[src/rtl/pwm_audio_output.sv]
// PWM audio output stage: a small sample FIFO feeding a glitch-free, period-synchronous PWM.
// Optional build macro PWM_VOLUME_EN adds a 3-bit volume input that attenuates each popped sample.
module pwm_audio_output #(
  parameter int SAMPLE_WIDTH = 8,
  parameter int FIFO_DEPTH   = 4
) (
  input  logic                          inputClock,
  input  logic                          reset_n,
  input  logic                          enable,
`ifdef PWM_VOLUME_EN
  input  logic [2:0]                    volume,
`endif
  input  logic [SAMPLE_WIDTH-1:0]       inputSample,
  input  logic                          sampleValid,
  output logic                          sampleReady,
  output logic                          pwmOut,
  output logic                          periodStart,
  output logic                          underrun,
  output logic [$clog2(FIFO_DEPTH):0]   fifoLevel
);

  localparam int PTR_W = $clog2(FIFO_DEPTH);

  localparam logic [SAMPLE_WIDTH-1:0] CNT_ZERO = {SAMPLE_WIDTH{1'b0}};
  localparam logic [SAMPLE_WIDTH-1:0] CNT_ONE  = SAMPLE_WIDTH'(1'b1);
  localparam logic [SAMPLE_WIDTH-1:0] MID      = {1'b1, {(SAMPLE_WIDTH-1){1'b0}}};
  localparam logic [PTR_W-1:0]        PTR_ZERO = {PTR_W{1'b0}};
  localparam logic [PTR_W-1:0]        PTR_ONE  = PTR_W'(1'b1);
  localparam logic [PTR_W:0]          LVL_ZERO = {(PTR_W+1){1'b0}};
  localparam logic [PTR_W:0]          LVL_ONE  = (PTR_W+1)'(1'b1);
  localparam logic [PTR_W:0]          LVL_FULL = (PTR_W+1)'(FIFO_DEPTH);

  logic [SAMPLE_WIDTH-1:0] mem_r [FIFO_DEPTH];
  logic [PTR_W-1:0]        wr_ptr_r;
  logic [PTR_W-1:0]        rd_ptr_r;
  logic [PTR_W:0]          level_r;
  logic [SAMPLE_WIDTH-1:0] counter_r;
  logic [SAMPLE_WIDTH-1:0] duty_r;
  logic                    pwm_r;
  logic                    period_start_r;
  logic                    underrun_r;

  logic                    full_s;
  logic                    push_s;
  logic                    load_s;
  logic                    pop_s;
  logic [SAMPLE_WIDTH-1:0] head_s;
  logic [SAMPLE_WIDTH-1:0] loaded_s;
  logic [SAMPLE_WIDTH-1:0] duty_eff_s;
  logic                    pwm_next_s;

`ifdef PWM_VOLUME_EN
  // Offset-binary to two's complement is a flip of the MSB; shift arithmetically, then flip back.
  function automatic logic [SAMPLE_WIDTH-1:0] scale_sample(
    input logic [SAMPLE_WIDTH-1:0] sample,
    input logic [2:0]              vol
  );
    logic signed [SAMPLE_WIDTH-1:0] centred;
    centred = $signed(sample ^ MID);
    return $unsigned(centred >>> vol) ^ MID;
  endfunction
`endif

  // Handshake, load-cycle decode and next-duty selection.
  always_comb begin
    full_s = (level_r == LVL_FULL);
    push_s = sampleValid && !full_s;
    load_s = enable && (counter_r == CNT_ZERO);
    pop_s  = load_s && (level_r != LVL_ZERO);
    head_s = mem_r[rd_ptr_r];
`ifdef PWM_VOLUME_EN
    loaded_s = scale_sample(head_s, volume);
`else
    loaded_s = head_s;
`endif
    if (pop_s) begin
      duty_eff_s = loaded_s;
    end else begin
      duty_eff_s = duty_r;
    end
    if (enable) begin
      pwm_next_s = (counter_r < duty_eff_s);
    end else begin
      pwm_next_s = 1'b0;
    end
  end

  // Sample storage; stale entries are harmless because the pointers define occupancy.
  always_ff @(posedge inputClock) begin
    if (push_s) begin
      mem_r[wr_ptr_r] <= inputSample;
    end
  end

  // FIFO pointers and occupancy.
  always_ff @(posedge inputClock or negedge reset_n) begin
    if (!reset_n) begin
      wr_ptr_r <= PTR_ZERO;
      rd_ptr_r <= PTR_ZERO;
      level_r  <= LVL_ZERO;
    end else begin
      if (push_s) begin
        wr_ptr_r <= wr_ptr_r + PTR_ONE;
      end
      if (pop_s) begin
        rd_ptr_r <= rd_ptr_r + PTR_ONE;
      end
      case ({push_s, pop_s})
        2'b10:   level_r <= level_r + LVL_ONE;
        2'b01:   level_r <= level_r - LVL_ONE;
        default: level_r <= level_r;
      endcase
    end
  end

  // PWM counter, duty register and registered status outputs.
  always_ff @(posedge inputClock or negedge reset_n) begin
    if (!reset_n) begin
      counter_r      <= CNT_ZERO;
      duty_r         <= CNT_ZERO;
      pwm_r          <= 1'b0;
      period_start_r <= 1'b0;
      underrun_r     <= 1'b0;
    end else begin
      if (enable) begin
        counter_r <= counter_r + CNT_ONE;
      end else begin
        counter_r <= CNT_ZERO;
      end
      duty_r         <= duty_eff_s;
      pwm_r          <= pwm_next_s;
      period_start_r <= load_s;
      underrun_r     <= load_s && !pop_s;
    end
  end

  assign sampleReady = !full_s;
  assign pwmOut      = pwm_r;
  assign periodStart = period_start_r;
  assign underrun    = underrun_r;
  assign fifoLevel   = level_r;

endmodule

[config.mk]
export PLATFORM = sky130hd
export DESIGN_NAME = pwm_audio_output
export DESIGN_NICKNAME = d
export VERILOG_FILES = /design/src/rtl/pwm_audio_output.sv
export SDC_FILE = /design/constraint.sdc
export NUM_CORES = 1
export LEC_CHECK = 0
export ABC_AREA = 1
export ABC_CLOCK_PERIOD_IN_PS = 2600
export CAP_MARGIN = 20
export CORE_AREA = 2 2 71 73
export DETAILED_ROUTE_END_ITERATION = 8
export DIE_AREA = 0 0 73 75
export GPL_TIMING_DRIVEN = 0
export PLACE_DENSITY = 0.8
export RECOVER_POWER = 50
export SLEW_MARGIN = 20
export SYNTH_ARGS = -nofsm -noshare
export SYNTH_HDL_FRONTEND = slang
export SYNTH_SLANG_ARGS = --single-unit
[constraint.sdc]
create_clock -name inputClock -period 2.6 [get_ports inputClock]
set_input_delay 0.52 -clock inputClock [delete_from_list [all_inputs] [get_ports inputClock]]
set_output_delay 0.52 -clock inputClock [all_outputs]
set_load 0.05 [all_outputs]
Word level (Yosys, flattened, before mapping)
Memories as Yosys holds them, arrays and structs flattened.
Index checks and enable logic that the tools add are counted.
{"block": "op_classes", "n_eq_ne": 3, "n_reduce_logical": 9, "add_sub_neg": 5, "n_lt_le_gt_ge": 1, "n_mux": 6}
{"operator": "$mux W8", "count": 2}
{"operator": "$add A8 B1 Y8 const B", "count": 1}
{"operator": "$logic_not A8 Y1", "count": 1}
{"operator": "$lt A8 B8 Y1", "count": 1}
{"operator": "$pmux W3 S2", "count": 1}
{"operator": "$add A2 B1 Y2 const B", "count": 2}
{"operator": "$logic_and A1 B1 Y1", "count": 4}
{"operator": "$add A3 B1 Y3 const B", "count": 1}
{"operator": "$eq A3 B3 Y1 const B", "count": 1}
{"operator": "$mux W1", "count": 3}
{"operator": "$reduce_bool A3 Y1", "count": 1}
{"operator": "$sub A3 B1 Y3 const B", "count": 1}
{"operator": "$eq A2 B1 Y1 const B", "count": 1}
{"operator": "$eq A2 B2 Y1 const B", "count": 1}
{"operator": "$logic_not A1 Y1", "count": 2}
{"operator": "$reduce_bool A2 Y1", "count": 1}
{"block": "totals", "elab_cells": 33, "input_bits": 12, "ram_bits": 32, "output_inout_bits": 7, "reg_bits": 26, "mem_count": 1}
{"name": "mem_r", "depth": 4, "word_bits": 8, "read_ports": 1, "rd_clocked_by_memory_dff": 0, "write_ports": 1, "line_no": "33", "rtl": "logic [SAMPLE_WIDTH-1:0] mem_r [FIFO_DEPTH];"}

Longest topological paths before layout
Gate-level depths: netlist (run 1).
{"block": "logic_depth", "word_depth": 6, "mapped_depth": 14, "depth_no_buf": 14}

Worst setup path after synthesis (run 1)
Ideal clock, no wire load.
{"block": "synth_path", "kind": "input -> register", "from": "input fifoLevel[0]", "to": "register level_r[2], in the netlist fifoLevel[2]", "slack_ns": -0.078, "t_arrival_ns": 2.547, "n_path_buf": 0, "setup_ns": 0.131, "t_required_ns": 2.469, "path_stages": 10, "path_cell_list": "dfrtp_1 inv_1 nand3_1 nand2_1 ha_1 inv_1 fa_1 a21oi_1 o21ai_0 xor2_1"}
{"block": "synth_via", "elab_chain_len": 5, "word_cells_on_any_way": 11, "classes_between": "add/sub (2); eq/ne (3); mux (1); reduce/logical (5)"}
{"item": "start, declared", "line_no": "19", "rtl": "output logic [$clog2(FIFO_DEPTH):0] fifoLevel"}
{"item": "$eq A3 B3 Y1 (*)", "line_no": "66", "rtl": "full_s = (level_r == LVL_FULL);"}
{"item": "$logic_not A1 Y1 (*)"}
{"item": "named net sampleReady", "line_no": "15", "rtl": "output logic sampleReady,"}
{"item": "$logic_and A1 B1 Y1 (*)", "line_no": "67", "rtl": "push_s = sampleValid && !full_s;"}
{"item": "$eq A2 B1 Y1 / $eq A2 B2 Y1 (equally long branches)", "line_no": "108", "rtl": "case ({push_s, pop_s})"}
{"item": "$pmux W3 S2 / $reduce_bool A2 Y1 (equally long branches)"}
{"item": "end signal, assigned", "line_no": "109", "rtl": "2'b10: level_r <= level_r + LVL_ONE;"}
{"item": "end signal, assigned", "line_no": "110", "rtl": "2'b01: level_r <= level_r - LVL_ONE;"}
{"item": "end signal, assigned", "line_no": "111", "rtl": "default: level_r <= level_r;"}
{"item": "end, declared", "line_no": "36", "rtl": "logic [PTR_W:0] level_r;"}
The timed path passes the listed nets; every way through them passes the cells marked *.
A chain may end at the register's enable or synchronous reset.

Final worst setup path (run 1)
{"block": "layout_path", "from": "input enable", "to": "register pwm_r, in the netlist pwmOut"}
{"block": "layout_via", "elab_chain_len": 5}
{"item": "start, declared", "line_no": "9", "rtl": "input logic enable,"}
{"item": "$logic_and A1 B1 Y1", "line_no": "68", "rtl": "load_s = enable && (counter_r == CNT_ZERO);"}
{"item": "$logic_and A1 B1 Y1", "line_no": "69", "rtl": "pop_s = load_s && (level_r != LVL_ZERO);"}
{"item": "$mux W8", "line_no": "76", "rtl": "if (pop_s) begin"}
{"item": "$lt A8 B8 Y1", "line_no": "82", "rtl": "pwm_next_s = (counter_r < duty_eff_s);"}
{"item": "$mux W1 (*)", "line_no": "81", "rtl": "if (enable) begin"}
{"item": "named net pwm_next_s", "line_no": "50", "rtl": "logic pwm_next_s;"}
{"item": "end signal, assigned", "line_no": "131", "rtl": "pwm_r <= pwm_next_s;"}
{"item": "end, declared", "line_no": "39", "rtl": "logic pwm_r;"}
Marked as above.

==> results_dict.tcl, run 1 <==
set metrics [dict create \
    status "finished clean" \
    synth.avg_cell_area_um2 10.72 \
    clk_pin_slew_ps 70 \
    synthTopCellsByArea "edfxtp_1 (37%), dfrtp_1 (25%), ha_1 (6.7%)" \
    place.gp.congestion 0.7685 \
    max-slew-margin-rel 0.06137 \
    coreArea_um2 4661 \
    cts_tree "done" \
    numClockSinks 58 \
    grt_max_degree 27 \
    mostFrequentLayoutCells "inv_1 (34), edfxtp_1 (32), nor2_1 (29)" \
    holdPathEnd "counter_r[0]" \
    die_area_um2 5475 \
    rrSetupSlack_ps 410 \
    skew_ps 8.345 \
    diodes 0 \
    cts-buffers-inserted 9 \
    die_width_um 73 \
    cp_slowest_stage_delay_ps 580 \
    grt_pass1_wl_mm 7.445 \
    vias 1741 \
    worstHoldStart "counter_r[0]" \
    fp.dieH_um 75 \
    crit_slowest_cell "clkdlybuf4s50_1" \
    reg2reg_to "pwmOut" \
    synthArstFlopShare 0.4483 \
    drive_above_1_share 0.1331 \
    p_comb_frac 0.336 \
    synth_ff_type "edfxtp_1" \
    hpwl_mm 3.019 \
    rr_worst_depth 10 \
    yosysWarnings 0 \
    rows 25 \
    grt_pass1_vias 1645 \
    arrival_ps 2610 \
    clk_latency_ps 340 \
    maxCapViolations 0 \
    grt_usage 0.1855 \
    htreeDepth 3 \
    area_delta_synth_final_pct 18.09 \
    cts_setup_buffers 0 \
    worst_ep_required_time_ps 2860 \
    p_leak_nw 1.338 \
    path_delay_family "buffers and inverters" \
    fin_crit_sh 0.9021 \
    cp_num_buf_inv 2 \
    synthesis.nets 271 \
    p_switching_mw 1.191 \
    wl_mm 4.590 \
    synth_edf_count 32 \
    io-pin-count 19 \
    yosys.area.top_type_share 0.3675 \
    yosys_register_bits 58 \
    p_int_mw 2.138 \
    avgViaCountPerCell 5.244 \
    worst_ir_drop_vdd_mv 0.6767 \
    hold_path.class "flop to flop" \
    start_util 0.5611 \
    finalHoldViolCount 0 \
    total_power_mw 3.329 \
    pwr-share-seq 0.384 \
    synth.distinct_cells 25 \
    drc_errors 0 \
    wl_per_cell_um 13.83 \
    critPathLaunchType "input pin" \
    final_nets 300 \
    syn-cell-area_um2 2615 \
    criticalPathCategory "input pin to flop" \
    slew_violations 0 \
    p_per_area_nw_per_um2 1078 \
    gr-total-overflow 0 \
    drt_first_pass_iters 4 \
    synthCells 244 \
    crit_path_end_kind "flop" \
    seq_area_frac_synth 0.6163 \
    crit_chain "clkdlybuf4s50_1 -> nand2_1 -> nor2_2 -> nand3_2 -> buf_6 -> o21ai_0 -> ha_1 -> a211oi_1 -> nand3_1 -> a21oi_2" \
    yosys.area.top_type "edfxtp_1" \
    clk_path_buf_depth 2 \
    drt.antenna.violating_nets 0 \
    cp_max_fo 10 \
    drtIter0Drc 76 \
    reg2reg_from "rd_ptr_r[0]" \
    cts-root-buf "clkbuf_8" \
    rsz0062_at_grt "no" \
    worst_pin_slew_ps 1408 \
    finalSetupViolCount 0 \
    hold_depth 1 \
    utilization 0.6626 \
    antenna_found_initial 0 \
    fmax_ghz 0.4264 \
    final_common_cell "inv_1" \
    placed_cells 316 \
    p_clk_frac 0.280 \
    port_buffers 18 \
    swShare 0.3579 \
    stdcell_count 332 \
    fin_crit_ps 2345 \
]
-- cell usage after synthesis, types with 2 or more instances --
cell      count
nand2_1      25
nand3_1      10
or2_2         7
xor2_1        4
nor3_1        5
nor2_2        2
edfxtp_1     32
o21ai_0      27
ha_1         14
nor2_1       29
o22ai_1       7
buf_2         3
inv_1        35
dfrtp_1      26
a21oi_1       8
-- state kept, by name, summed over array words and instances (netlist names) --
register	cells
underrun	1
duty_r	8
rd_ptr_r	2
counter_r	8
fifoLevel	3
mem_r	32
pwmOut	1
wr_ptr_r	2
periodStart	1
-- area by class of cell --
type,instances,area [µm²]
buffer,5,31.28
clock buffer,9,123.9
clock inverter,7,102.6
fill,341,1573
inverter,36,135.1
multi-input combinational,145,842.1
sequential,58,1612
tap,54,67.56
timing repair buffer,18,173.9
-- timing repair --
item,in CTS,in global routing
resized for setup,0,1
setup endpoints to repair,0,1
hold buffers,0,0
-- stage by stage --
stage          instance area [µm²]  TNS, ps  setup slack (ps)  hold WS [ps]
2_1_floorplan                 2620        0             144.5         224.4
3_3_place_gp                  2868   -241.7            -138.2         472.9
3_5_place_dp                  2863   -284.9            -149.0         480.6
4_1_cts                       3089        0             206.9         194.9
5_1_grt                       3088        0             50.26         516.4
6_report                      3088        0             254.6         488.7
-- metal layers --
layer	vias up	GRT usage	share of wire
met5	-	0	0
met4	0	0.1152	0.030
met3	12	0.04150	0.049
met2	53	0.2743	0.45
met1	804	0.2504	0.47
li1	872	-	-
-- worst register-to-register path: stages (launching register included) --
cell	delay, ps
dfrtp_1	360
clkbuf_2	180
inv_2	170
buf_2	260
nor2_1	60
o22ai_1	170
o21ai_0	140
ha_1	320
a211oi_1	240
nand3_1	110
a21oi_2	120
-- how the worst max path moves through the flow --
stage                       startpoint      endpoint  cells after the start
final                           enable        pwmOut                     10
after global routing            enable        pwmOut                     10
after CTS                       enable  fifoLevel[2]                     11
after detailed placement        enable  fifoLevel[2]                     11
after global placement          enable  fifoLevel[2]                     11
after floorplan           fifoLevel[0]  fifoLevel[2]                      9
-- kinds of logic after synthesis --
| family | synth area share |
|---|---|
| xor+xnor | 0.01675 |
| simple gates | 0.1388 |
| compound gates | 0.08995 |
| buf+inv | 0.06363 |
| flops | 0.6163 |
| fa+ha+maj | 0.07464 |
-- power groups by stage --
stage / Combinational (mW) / Clock [mW] / Sequential, mW
finish: 1.12 / 0.933 / 1.28
global route: 1.25 / 0.975 / 1.30
CTS: 1.12 / 0.933 / 1.28
detailed placement: 1.11 / 0 / 1.30
global placement: 1.08 / 0 / 1.29
floorplan: 0.709 / 0 / 1.38
Power figures use the tool's default switching activity.
==> run 2, diff against run 1 <==
--- a/config.mk
+++ b/config.mk
@@ -6,7 +6,7 @@
 export NUM_CORES = 1
 export LEC_CHECK = 0
 export ABC_AREA = 1
-export ABC_CLOCK_PERIOD_IN_PS = 2600
+export ABC_CLOCK_PERIOD_IN_PS = 2500
 export CAP_MARGIN = 20
 export CORE_AREA = 2 2 71 73
 export DETAILED_ROUTE_END_ITERATION = 8
==> constraint.sdc (replaced) <==
create_clock -name inputClock -period 2.5 [get_ports inputClock]
set_input_delay 0.5 -clock inputClock [delete_from_list [all_inputs] [get_ports inputClock]]
set_output_delay 0.5 -clock inputClock [all_outputs]
set_load 0.05 [all_outputs]
==> run 2 against run 1 <==
Utilization down 0.13 points. Setup slack gained 29 ps. Wire length rose by 0.15%. First-iteration DRC count did not move. Hold slack lost 6.8 ps. Sequential cell count did not move. Final cell count did not move. Largest cell class unchanged.
==> results_dict.tcl, run 2 (same netlist as run 1, synthesis figures left out) <==
set metrics [dict create \
    gr-total-overflow 0 \
    place.gp.congestion 0.7685 \
    wl_mm 4.597 \
    max-slew-margin-rel 0.05889 \
    rows 25 \
    p_leak_nw 1.335 \
    fp.dieH_um 75 \
    worst_ir_drop_vdd_mv 0.7038 \
    coreArea_um2 4661 \
    vias 1737 \
    criticalPathCategory "flop to output pin" \
    cp_max_fo 3 \
    drt.antenna.violating_nets 0 \
    die_width_um 73 \
    placed_cells 316 \
    hpwl_mm 3.019 \
    top_regs "mem_r: 32 flops, counter_r: 8 flops, duty_r: 8 flops" \
    area_delta_synth_final_pct 17.85 \
    mostFrequentLayoutCells "inv_1 (34), edfxtp_1 (32), nor2_1 (29)" \
    grt_usage 0.1855 \
    cts_tree "done" \
    cp_slowest_stage_delay_ps 800 \
    slew_violations 0 \
    critPathLaunchType "flop" \
    drc_errors 0 \
    finalSetupViolCount 0 \
    grt_pass1_wl_mm 7.445 \
    p_per_area_nw_per_um2 1124 \
    total_power_mw 3.462 \
    fmax_ghz 0.4513 \
    worst_ep_required_time_ps 2000 \
    grt_max_degree 27 \
    worst_pin_slew_ps 1412 \
    rr_worst_depth 12 \
    avgViaCountPerCell 5.232 \
    cts-root-buf "clkbuf_8" \
    crit_chain "inv_1 -> nand3_2 -> clkdlybuf4s50_1" \
    io-pin-count 19 \
    die_area_um2 5475 \
    nFillCells 343 \
    path_delay_family "buffers and inverters" \
    largest_register_ffs 32 \
    maxCapViolations 0 \
    clk_path_buf_depth 2 \
    drtIter0Drc 76 \
    cp.depth 3 \
    regMostFlops "mem_r" \
    grt_pass1_vias 1645 \
    rsz0062_at_grt "no" \
    drt_first_pass_iters 4 \
    stdcell_count 332 \
    clk_pin_slew_ps 70 \
    cp_num_buf_inv 2 \
    fin_crit_ps 2216 \
    status "finished clean" \
    cts_setup_buffers 0 \
    finalHoldViolCount 0 \
    design_area_um2 3082 \
    final_nets 300 \
    final_common_cell "inv_1" \
    htreeDepth 3 \
    arrival_ps 1720 \
    diodes 0 \
    place_area_um2 2863 \
    drive_above_1_share 0.1331 \
    fin_crit_sh 0.8864 \
    crit_path_end_kind "output pin" \
    hold_path.class "input pin to async pin" \
    wl_per_cell_um 13.85 \
    cts-buffers-inserted 9 \
    pre_cts_ws_ps -229.0 \
    start_util 0.5611 \
    numClockSinks 58 \
    crit_slowest_cell "clkdlybuf4s50_1" \
    port_buffers 18 \
    clk_latency_ps 340 \
    skew_ps 9.645 \
    antenna_found_initial 0 \
    setup_ws_ps 284.1 \
]
run 2: power by group:
part,total (mW),internal (mW),switching (mW)
logic,1.16,0.398,0.764
clock network,0.970,0.569,0.401
registers,1.33,1.26,0.0744
total,3.46,2.22,1.24
run 2: path summary, 6_finish.rpt:
| check | from | to | slack, ps |
|---|---|---|---|
| min in group inputClock | enable | counter_r[4] | 480 |
| max in group asynchronous | reset_n | duty_r[3] | 1190 |
| worst max register to register | counter_r[0] | fifoLevel[2] | 340 |
| worst min register to register | counter_r[0] | counter_r[0] | 490 |
| worst min-delay path | reset_n | counter_r[1] | 480 |
| worst max-delay path | fifoLevel[0] | sampleReady | 280 |
run 2: per-stage QoR:
step                      TNS (ps)  hold slack [ps]  utilization
final                            0            481.9       0.6612
after global routing             0            498.7       0.6612
after CTS                        0            174.9       0.6628
after detailed placement    -469.4            480.6       0.6142
after global placement      -401.7            472.9       0.6153
after floorplan                  0            204.4            -
run 2: layout make-up:
type | instances | area [µm²] | area share
repair buffers | 18 | 167.7 | 0.05441
flip-flops and latches | 58 | 1612 | 0.5229
inverters | 36 | 135.1 | 0.04385
multi-input cells | 145 | 842.1 | 0.2732
clock inverters | 7 | 102.6 | 0.03329
plain buffers | 5 | 31.28 | 0.01015
clock buffers | 9 | 123.9 | 0.04019
well taps | 54 | 67.56 | 0.02192
run 2: timing repair:
item                                    4_1_cts  5_1_grt
hold buffers                                  0        0
resized for setup                             0        3
endpoints found under the setup margin        0        2
run 2: worst reg2reg max path: stages (launching register included):
cell and delay (ps):
dfrtp_1 410, inv_1 90, ha_1 160, nand2_1 50, nor2_1 110, nand3_2 100, inv_2 130, ha_1 150
inv_1 60, fa_1 370, a21oi_1 140, o21ai_0 110, xor2_1 150
run 2: layer usage:
| layer | vias to the layer above | wire length, µm | GRT usage |
|---|---|---|---|
| met3 | 12 | 224 | 0.04150 |
| met2 | 53 | 2082 | 0.2743 |
| met4 | 0 | 137 | 0.1152 |
| met1 | 801 | 2152 | 0.2504 |
| li1 | 871 | - | - |
| met5 | - | 0 | 0 |
==> edit 1: new RTL, config.mk and constraints of run 2 <==
The option `PWM_VOLUME_EN` is turned on by a define.
--- a/src/rtl/pwm_audio_output.sv
+++ b/src/rtl/pwm_audio_output.sv
@@ -2,2 +2,4 @@
 // Optional build macro PWM_VOLUME_EN adds a 3-bit volume input that attenuates each popped sample.
+`define PWM_VOLUME_EN
+
 module pwm_audio_output #(
Ports: changed (added volume); port bits go from 19 to 22. The function was not compared with the original's and may differ.
==> edit 1 against run 2 <==
Area after synthesis grew 9.7%. Sequential cell count is the same. Final area increased by 11%. Cell count rose by 17%. Wire length grew 19%. Worst setup slack got worse by 0.15 ns. Power rose by 9.9%. Die area is the same. Sequential share of layout area is 5.2 points lower. Critical path type is now register to register. Largest cell class unchanged.
==> edit 1: results (changes against run 2) <==
Setup path:
- The worst path arrival time came to 2.59 ns (+0.87 ns).
- The path depth of the worst reg2reg path is 13 (+1).
- The kind of cell with the highest combined delay on the critical path is adder cells.
- The worst setup path startpoint is counter_r[0].
- The peak per-stage delay on the critical path is 0.41 ns (-0.39 ns).
- The highest-delay cell along the critical path is sky130_fd_sc_hd__dfrtp_1.

Routing:
- The total via count in the routed design is 2055 (+18%).
- The detailed-route vias per instance is 5.31 (+1.5%).
- The detailed-route wire length is 5490 µm (+19%).

Synthesis:
- The arithmetic-cell share of the synthesized area counting full adders, half adders and majority gates was 0.0680 (-0.00661).
- Yosys attributes the largest share of cell area to sky130_fd_sc_hd__edfxtp_1, sky130_fd_sc_hd__dfrtp_1, sky130_fd_sc_hd__nand2_1.
- The sequential cell area fraction in the yosys report is 0.562 (-0.0546).
- The distinct cell type count of the synthesized netlist is 33 (+32%).
- The compound-gate portion of the synthesized area was 0.0597 (-0.0302).
- The xor/xnor cell area share of the yosys netlist came to 0.0122 (-0.00454).
- The number of cells produced by synthesis is 290 (+19%).
- The net count after synthesis is 320 (+18%).

GRT:
- The first-pass GRT wire length is 9080 µm (+22%).
- The number of global-route vias before repair is 1994 (+21%).
- The total global-route track usage is 0.230 (+0.0444).

Placement:
- The post-place setup slack is -0.487 ns (-0.258 ns).
- The instance count after placement with tap cells included is 365 (+16%).
- The HPWL reported at the end of detailed placement is 3790 µm (+26%).
- The instance area after placement is 0.00315 mm² (+9.9%).
- The final RePlAce weighted congestion is 0.858 (+12%).
- The count of input and output buffers is 21 (+3).

Final layout:
- The non-clock buffering overhead in the final layout is 0.0924 (+0.0279).
- The share of final-layout standard cells stronger than drive strength 1 was 0.144 (+0.0111).
- The area occupied by multi-input gates came to 0.00106 mm² (+26%).
- The number of inserted filler cells in the final layout is 327 (-4.7%).
- The number of ordinary inverters in the final layout is 39 (+8.3%).
- The count of clock-net buffers in the final layout is 10 (+1).
- The final sequential cell count is 58 (unchanged).
- The multi-input combinational area share came to 0.309 (+0.0355).
- The number of signal-net buffers in the layout is 32 (+39%).

Timing:
- The setup skew after layout is 0.00997 ns (+0.000323 ns).

Pwr:
- The combinational-cell power consumption is 1500 µW (+29%).
- The power in the clock group came to 939 µW (-3.2%).
- The cell leakage power is 0.00153 µW (+15%).
- The maximum VDD drop is 0.697 mV (-0.99%).
- The part of the total power dissipated in the clock network was 0.247 (-0.033).
- The internal power came to 2390 µW (+7.6%).

CTS:
- The number of resized instances in the post-cts repair step is 2 (+2).

Status:
- The run finished with clean final reports.
[edit 1: cell count changes in the layout (fill, tap and decap cells not counted), sizes merged, moves of 7 or more]
cell,before,now
buf,4,11
nand3,11,39
o21ai,27,10
nand2,26,72
o22ai,7,0
nor2,31,20
[edit 1: final timing paths]
path | slack (ns) | endpoint
worst min register to register | 0.50 | counter_r[0]
min in group inputClock | 0.50 | counter_r[0]
max in group asynchronous | 1.17 | wr_ptr_r[1]
worst min-delay path | 0.48 | duty_r[2]
worst max-delay path | 0.13 | fifoLevel[2]
worst max register to register | 0.13 | fifoLevel[2]
[edit 1: routing by layer]
layer  part of all wire  track usage  vias to the layer above  wire length (µm)
met5                  0            0                        -                 0
met4              0.019        0.117                        0               106
met3              0.064       0.0750                       10               352
met2               0.49        0.354                       62              2680
met1               0.43        0.294                      937              2350
li1                   -            -                     1046                 -
==> edit 2: new RTL, config.mk and constraints of run 2 <==
Without the edit above. Register the output `pwmOut` once more, cleared by the reset; this adds one clock of latency there. The other outputs are not delayed to match.
--- a/src/rtl/pwm_audio_output.sv
+++ b/src/rtl/pwm_audio_output.sv
@@ -137,3 +137,9 @@
   assign sampleReady = !full_s;
-  assign pwmOut      = pwm_r;
+  always_ff @(posedge inputClock or negedge reset_n) begin
+    if (!reset_n) begin
+      pwmOut <= '0;
+    end else begin
+      pwmOut <= pwm_r;
+    end
+  end
   assign periodStart = period_start_r;
Formal check against the unedited RTL: not equivalent (Yosys sat finds a counterexample within 4 cycles, from zero or initial values and one cycle with reset_n low).
==> edit 2 against run 2 <==
Sequential cell count up 1. Register-to-register slack worse by 0.03 ns. Area after synthesis up 0.96%. Core utilization down 0.054 points. Sequential share of layout area up 0.86 points. Synthesized cell count up 0.41%. Wire length up 3.2%. Power down 3.4%. Final area about the same. Worst setup slack worse by 0.12 ns. Critical path type is now input pin to register.
==> edit 2: results (changes against run 2) <==
Status:
- The flow ran to the end, and the final reports show no timing, DRC or antenna violations.

GRT:
- The number of global-route vias before repair is 1687 (+2.6%).
- The global-route met1 utilization is 0.246 (-0.00426).
- The fraction of met2 tracks used by global routing is 0.296 (+0.0220).
- The first-pass GRT wire length came to 7620 µm (+2.3%).
- The total global-route track usage is 0.196 (+0.0103).
- The initial antenna violation count was 0 (unchanged).
- The maximum number of pins on one net before global-route repair was 28 (+3.7%).
- The met3 global-route usage is 0.0616 (+0.0201).

Setup path:
- The worst path arrival time came to 2.56 ns (+0.84 ns).
- The maximum net fanout on the critical path is 8 (+5).
- The worst setup path startpoint is enable.
- The kind of cell with the highest combined delay along the critical path is buffers and inverters.
- The peak per-stage delay on the critical path is 0.58 ns (-0.22 ns).

Synthesis:
- The sequential cell area fraction in the yosys report is 0.620 (+0.00364).
- The xor/xnor cell area share of the yosys netlist was 0.0166 (-0.000159).
- The arithmetic-cell share of the synthesized area counting full adders, half adders and majority gates is 0.0739 (-0.000707).
- The share of flip-flops with an asynchronous set or reset after synthesis was 0.458 (+0.00935).
- Ranked by instance count, the synthesized netlist is headed by sky130_fd_sc_hd__inv_1, sky130_fd_sc_hd__edfxtp_1, sky130_fd_sc_hd__nor2_1, sky130_fd_sc_hd__dfrtp_1, sky130_fd_sc_hd__o21ai_0.
- After synthesis, the cell types taking the most area are sky130_fd_sc_hd__edfxtp_1, sky130_fd_sc_hd__dfrtp_1, sky130_fd_sc_hd__ha_1.
- The number of flops mapped to enable cells by yosys came to 32 (unchanged).
- The net count after synthesis is 272 (+0.37%).
- The compound-gate portion of the synthesized area came to 0.0891 (-0.000853).

Final layout:
- The share of final-layout standard cells stronger than drive strength 1 is 0.125 (-0.00765).
- The final layout net count was 301 (+0.33%).
- The number of inserted filler cells in the final layout was 351 (+2.3%).

Placement:
- The post-place setup slack is -0.275 ns (-0.0464 ns).
- The count of input and output buffers is 18 (unchanged).
- The HPWL reported at the end of detailed placement is 3240 µm (+7.4%).
- The final RePlAce weighted congestion is 0.744 (-3.2%).

Timing:
- The transition time at the pin with the least slew margin is 1.40 ns (-0.00872 ns).
- The setup skew after layout was 0.00751 ns (-0.00213 ns).

CTS:
- The number of buffers inserted by post-CTS setup repair is 0 (unchanged).
- The level count of the clock H-tree is 3 (unchanged).
- The register clock-pin slew on the reported worst setup and hold paths is 0.07 ns (about the same).

Pwr:
- The switching power summed over all nets came to 1220 µW (-1.7%).
- The cell leakage power is 0.00133 µW (-0.68%).
- The maximum VDD drop is 0.684 mV (-2.9%).
- The internal power was 2130 µW (-4.3%).
- The part of the total power dissipated in the clock network is 0.249 (-0.031).

Routing:
- The met2 wire length is 2290 µm (+10%).
- The length of routed wiring on met1 is 2110 µm (-2.0%).
- The detailed-route wire length is 4750 µm (+3.2%).
- The met3 wire length is 202 µm (-9.8%).
- The detailed-route vias per instance is 5.33 (+1.9%).
- The DRC violation total after the first TritonRoute iteration was 180 (+140%).

Min path:
- The launch instance of the worst min-delay path is pwm_r.
- The path class of the tightest hold or removal check is register to register.
## edit 2: worst register-to-register path: stages, from the launching register on
cell and delay (ns):
sky130_fd_sc_hd__dfrtp_1 0.40, sky130_fd_sc_hd__inv_1 0.09, sky130_fd_sc_hd__ha_1 0.16, sky130_fd_sc_hd__nand2_1 0.05, sky130_fd_sc_hd__nor2_1 0.12, sky130_fd_sc_hd__nand3_2 0.10, sky130_fd_sc_hd__inv_2 0.13, sky130_fd_sc_hd__ha_1 0.16
sky130_fd_sc_hd__inv_1 0.07, sky130_fd_sc_hd__fa_1 0.38, sky130_fd_sc_hd__a21oi_1 0.15, sky130_fd_sc_hd__o21ai_0 0.11, sky130_fd_sc_hd__xor2_1 0.15
## edit 2: stage by stage
step / hold WS [ns] / util / cells / area [µm²] / TNS [ns]
finish: 0.352 / 0.661 / 333 / 3080 / 0
global placement: 0.332 / 0.621 / 317 / 2890 / -0.442
floorplan: 0.204 / - / 245 / 2650 / 0
detailed placement: 0.336 / 0.620 / 317 / 2890 / -0.575
CTS: 0.177 / 0.661 / 333 / 3080 / 0
global route: 0.351 / 0.661 / 333 / 3080 / 0
## edit 2: final cells by class
cell class	instances	area, µm²	share of cell area
clock inverter	7	68.8	0.0223
buffer	5	31.3	0.0102
tap	54	67.6	0.0219
sequential	59	1640	0.531
multi-input combinational	145	842	0.273
timing repair buffer	18	174	0.0565
clock buffer	9	124	0.0402
inverter	36	135	0.0439
## edit 2: final timing paths
path / end / slack, ns
max: fifoLevel[2] / 0.16
min: pwmOut / 0.35
max reg2reg: fifoLevel[2] / 0.31
min reg2reg: pwmOut / 0.35
max in group asynchronous: duty_r[3] / 1.20
min in group asynchronous: fifoLevel[1] / 0.47
